File: src/rtl/spi_mem_loader.sv
// SPI mode-0 slave that streams a command/address/data frame into a word-addressed memory.
// Each write strobes one clk after the 8th-bit sample; no backpressure, so the memory must accept every write.
module spi_mem_loader #(
  parameter int M  = 320,
  parameter int N  = 8,
  parameter int AW = $clog2(M)
) (
  input  logic          clk,
  input  logic          reset,
  input  logic          sclk,
  input  logic          cs_n,
  input  logic          mosi,
  output logic [N-1:0]  mem_data,
  output logic [AW-1:0] mem_addr,
  output logic          mem_we,
  output logic          busy,
  output logic          err
);

  localparam logic [2:0] IDLE    = 3'd0;
  localparam logic [2:0] CMD     = 3'd1;
  localparam logic [2:0] ADDR_HI = 3'd2;
  localparam logic [2:0] ADDR_LO = 3'd3;
  localparam logic [2:0] DATA    = 3'd4;
  localparam logic [2:0] IGNORE  = 3'd5;

  localparam logic [7:0] CMD_WRITE = 8'hA5;

  logic [1:0]    sclk_sync;
  logic [1:0]    cs_sync;
  logic [1:0]    mosi_sync;
  logic          sclk_d;
  logic          cs_d;
  logic [2:0]    state;
  logic [N-1:0]  shift_reg;
  logic [2:0]    bit_cnt;
  logic [7:0]    addr_hi;
  logic [AW-1:0] ptr;

  logic          sclk_rise;
  logic          cs_fall;
  logic          cs_rise;
  logic          byte_done;
  logic [N-1:0]  byte_val;
  logic [AW-1:0] start_addr;
  logic          start_ok;
  logic [AW-1:0] ptr_next;

  assign sclk_rise  = sclk_sync[1] & ~sclk_d;
  assign cs_fall    = cs_d & ~cs_sync[1];
  assign cs_rise    = ~cs_d & cs_sync[1];
  assign byte_done  = sclk_rise && (bit_cnt == 3'd7);
  assign byte_val   = {shift_reg[N-2:0], mosi_sync[1]};
  assign start_addr = AW'({addr_hi, byte_val});
  assign start_ok   = (32'(start_addr) < M);
  assign ptr_next   = (ptr == AW'(M - 1)) ? '0 : ptr + AW'(1);
  assign busy       = (state != IDLE);

  always_ff @(posedge clk or posedge reset) begin
    if (reset) begin
      sclk_sync <= '0;
      cs_sync   <= '0;
      mosi_sync <= '0;
      sclk_d    <= 1'b0;
      cs_d      <= 1'b0;
      state     <= IDLE;
      shift_reg <= '0;
      bit_cnt   <= '0;
      addr_hi   <= '0;
      ptr       <= '0;
      mem_data  <= '0;
      mem_addr  <= '0;
      mem_we    <= 1'b0;
      err       <= 1'b0;
    end else begin
      sclk_sync <= {sclk_sync[0], sclk};
      cs_sync   <= {cs_sync[0], cs_n};
      mosi_sync <= {mosi_sync[0], mosi};
      sclk_d    <= sclk_sync[1];
      cs_d      <= cs_sync[1];
      mem_we    <= 1'b0;

      if (state == IDLE) begin
        if (cs_fall) begin
          state   <= CMD;
          bit_cnt <= '0;
          err     <= 1'b0;
        end
      end else begin
        if (sclk_rise) begin
          shift_reg <= byte_val;
          bit_cnt   <= bit_cnt + 3'd1;
        end
        if (byte_done) begin
          case (state)
            CMD: begin
              if (byte_val == CMD_WRITE) begin
                state <= ADDR_HI;
              end else begin
                state <= IGNORE;
                err   <= 1'b1;
              end
            end
            ADDR_HI: begin
              addr_hi <= byte_val;
              state   <= ADDR_LO;
            end
            ADDR_LO: begin
              if (start_ok) begin
                ptr   <= start_addr;
                state <= DATA;
              end else begin
                state <= IGNORE;
                err   <= 1'b1;
              end
            end
            DATA: begin
              mem_data <= byte_val;
              mem_addr <= ptr;
              mem_we   <= 1'b1;
              ptr      <= ptr_next;
            end
            default: ;
          endcase
        end
        // Frame end overrides the state update above, but a write issued on this cycle still stands.
        if (cs_rise) begin
          state   <= IDLE;
          bit_cnt <= '0;
        end
      end
    end
  end

endmodule

File: config.mk
export PLATFORM = sky130hd
export DESIGN_NAME = spi_mem_loader
export DESIGN_NICKNAME = d
export VERILOG_FILES = /design/src/rtl/spi_mem_loader.sv
export SDC_FILE = /design/constraint.sdc
export NUM_CORES = 1
export LEC_CHECK = 0
export CORE_MARGIN = 2
export CORE_UTILIZATION = 40
export DETAILED_ROUTE_END_ITERATION = 10
export PLACE_DENSITY = 0.67
export SLEW_MARGIN = 20
export SYNTH_ARGS = -nofsm -noshare
export SYNTH_HDL_FRONTEND = slang
export SYNTH_SLANG_ARGS = --single-unit
File: constraint.sdc
create_clock -name clk -period 2.6 [get_ports clk]
set_input_delay 0.52 -clock clk [delete_from_list [all_inputs] [get_ports clk]]
set_output_delay 0.52 -clock clk [all_outputs]
set_load 0.01 [all_outputs]
==> results.py <==
metrics = {
    "cts": {
        "cts_resized": 0,
        "hold_buffers": 0,
        "clk_path_buf_depth": 2,
        "clockRootBuffer": "clkbuf_8",
        "cts_setup_buffers": 0,
        "cts_inserted_buffers": 5,
        "path_clk_slew_ns": 0.08,
        "htreeDepth": 2,
        "cts_tree": "done",
        "clock-sinks": 50,
        "clk-insertion-delay-late_ns": 0.29,
    },
    "timing": {
        "fmax_mhz": 423,
        "post-route-period-util": 0.908,
        "maxSlewViolCount": 0,
        "finalCriticalPeriod_ns": 2.36,
        "skew_ns": 0.00609,
        "slew_headroom": 0.512,
        "rsz0062_at_grt": "false",
        "worst_pin_slew_ns": 0.731,
        "finalHoldViolCount": 0,
        "setup_viol": 0,
        "tns_ns": 0,
    },
    "hold_path": {
        "worstHoldEndpoint": "sclk_sync[1]",
        "hold-path-cell-count": 0,
        "hp-start": "sclk_sync[0]",
        "min_path_type": "flip-flop to flip-flop",
    },
    "setup_path": {
        "rr_startpoint": "state[1]",
        "r2r_end": "mem_data[5]",
        "cp.arrival_ns": 1.84,
        "crit_required_ns": 2.08,
        "r2r_cells": 3,
        "startpoint": "state[2]",
        "r2r_setup_slack_ns": 0.63,
        "critPathLaunchType": "flip-flop",
        "worstSetupPathType": "flip-flop to output port",
        "cp_max_fo": 7,
        "critPathCaptureType": "output port",
    },
    "finish": {
        "layout.nets": 213,
        "nFillCells": 520,
        "drive_above_1_share": 0.210,
        "final_cell_mix": "50 x dfrtp_1, 28 x mux2_2, 24 x clkdlybuf4s50_1, 9 x nand2_1, 7 x o21ai_0",
        "largestRegisters": "mem_addr x9, ptr x9, mem_data x8",
        "area_growth_pct": 16.5,
        "fin_area_um2": 2620,
        "antenna_cells": 0,
        "layout_commonest_cell": "dfrtp_1",
    },
    "drt": {
        "post_drt_wl_per_cell_um": 14.5,
        "final_antenna_net_count": 0,
        "drcViolationCount": 0,
        "viasPerCell": 5.34,
        "drt-total-wl_um": 4020,
        "drtIter0Drc": 91,
        "via_count": 1478,
        "dr.pass1.iters": 6,
    },
    "logic_synthesis": {
        "yosysSeqAreaShare": 0.556,
        "async_flop_share": 1.00,
        "syn_nets": 185,
        "synthDistinctLibCells": 45,
        "synth_area_um2": 2250,
        "synthTopCellsByArea": "dfrtp_1 56%, mux2_2 14%, ha_1 1.7%, a22o_1 1.6%, o21ai_0 1.6%",
        "syn_avg_cell_area_um2": 12.7,
        "synth_ff_type": "dfrtp_1",
        "synth-seq-cells": 50,
        "synth_top_cell_area_share": 0.556,
        "synth_edf_count": 0,
        "synth_top_cell_by_area": "dfrtp_1",
        "synthCells": 177,
        "synth_warnings": 0,
    },
    "placement": {
        "port_buffers": 24,
        "routabilityCongestion": 0.893,
        "hpwlAfterDp_um": 2910,
        "placed_cell_area_um2": 2540,
    },
    "floorplan": {
        "dieArea_um2": 6240,
        "fp.dieW_um": 79.0,
        "core_um2": 5470,
        "fp.dieH_um": 79.0,
        "ios": 25,
        "initial_core_util": 0.411,
        "rows": 27,
    },
    "outcome": {
        "status": "finished clean",
    },
    "pwr": {
        "peakVddDrop_mv": 0.356,
        "p_leak_uw": 0.00114,
        "power_density_nw_per_um2": 558,
    },
    "global_route": {
        "grtUsageTotal": 0.143,
        "antenna_found_initial": 0,
        "grt_start_max_net_pins": 23,
        "grt_pass1_wl_um": 6960,
        "grt_pass1_vias": 1464,
        "grt_overflow_total": 0,
    },
    "job": {
        "max_cap_violations": 0,
    },
}
how the worst max path moves through the flow:
| stage | endpoint | cells after the start |
|---|---|---|
| floorplan | addr_hi[0] | 1 |
| global placement | busy | 3 |
| detailed placement | busy | 3 |
| CTS | busy | 3 |
| global route | busy | 3 |
| finish | busy | 3 |
where the power goes:
group	total, uW	switching (uW)	leakage, uW	internal, uW
clock	424	239	0.0000373	185
combinational	120	48.7	0.000436	71.1
sequential	920	85.3	0.000668	835
total	1460	373	0.00114	1090
logic make-up after synthesis:
group	Yosys count	share of synthesized area
buf+inv	12	0.0356
fa+ha+maj	3	0.0167
simple gates	49	0.136
compound gates	34	0.111
mux	29	0.145
flops	50	0.556
layer usage:
layer | GRT usage | share of wire | up-vias
li1 | - | - | 714
met1 | 0.195 | 0.48 | 732
met2 | 0.221 | 0.48 | 30
met3 | 0.0318 | 0.032 | 2
met4 | 0.0569 | 0.010 | 0
met5 | 0 | 0 | -
synth_stat cells (2+ instances only):
master and instances:
dfrtp_1 50, mux2_2 28, nand2_1 9, inv_1 7
o21ai_0 7, a21oi_1 6, nor2_1 6, nor3_1 5
a22o_1 4, nand3b_1 4, buf_6 3, ha_1 3
nand3_1 3, a22oi_1 2, a2bb2oi_1 2, and3b_1 2
nand2b_1 2, nand4_1 2, nor2b_1 2, nor4_1 2
nor4b_1 2, o21a_1 2, or3b_1 2
critical path, stage by stage (launching register included):
cell	delay, ns
dfrtp_1	0.45
nor3_1	0.46
inv_1	0.14
clkdlybuf4s50_1	0.50
final cells by class:
type | count | area (um2) | area share
clock buffer | 6 | 72.6 | 0.0277
clock inverter | 1 | 7.51 | 0.00286
inverter | 7 | 26.3 | 0.0100
multi-input combinational | 115 | 920 | 0.351
sequential | 50 | 1250 | 0.477
tap | 72 | 90.1 | 0.0344
timing repair buffer | 26 | 255 | 0.0973
per-stage QoR:
stage / total power [uW] / instances / hold slack [ns] / utilization / setup slack [ns]
finish: 1460 / 277 / 0.355 / 0.479 / 0.238
floorplan: 991 / 177 / 0.331 / - / 0.879
detailed placement: 1060 / 270 / 0.339 / 0.465 / 0.590
global placement: 1050 / 270 / 0.331 / 0.465 / 0.579
global route: 1540 / 277 / 0.362 / 0.479 / 0.153
CTS: 1480 / 277 / 0.358 / 0.479 / 0.256
Power figures use the tool's default switching activity.
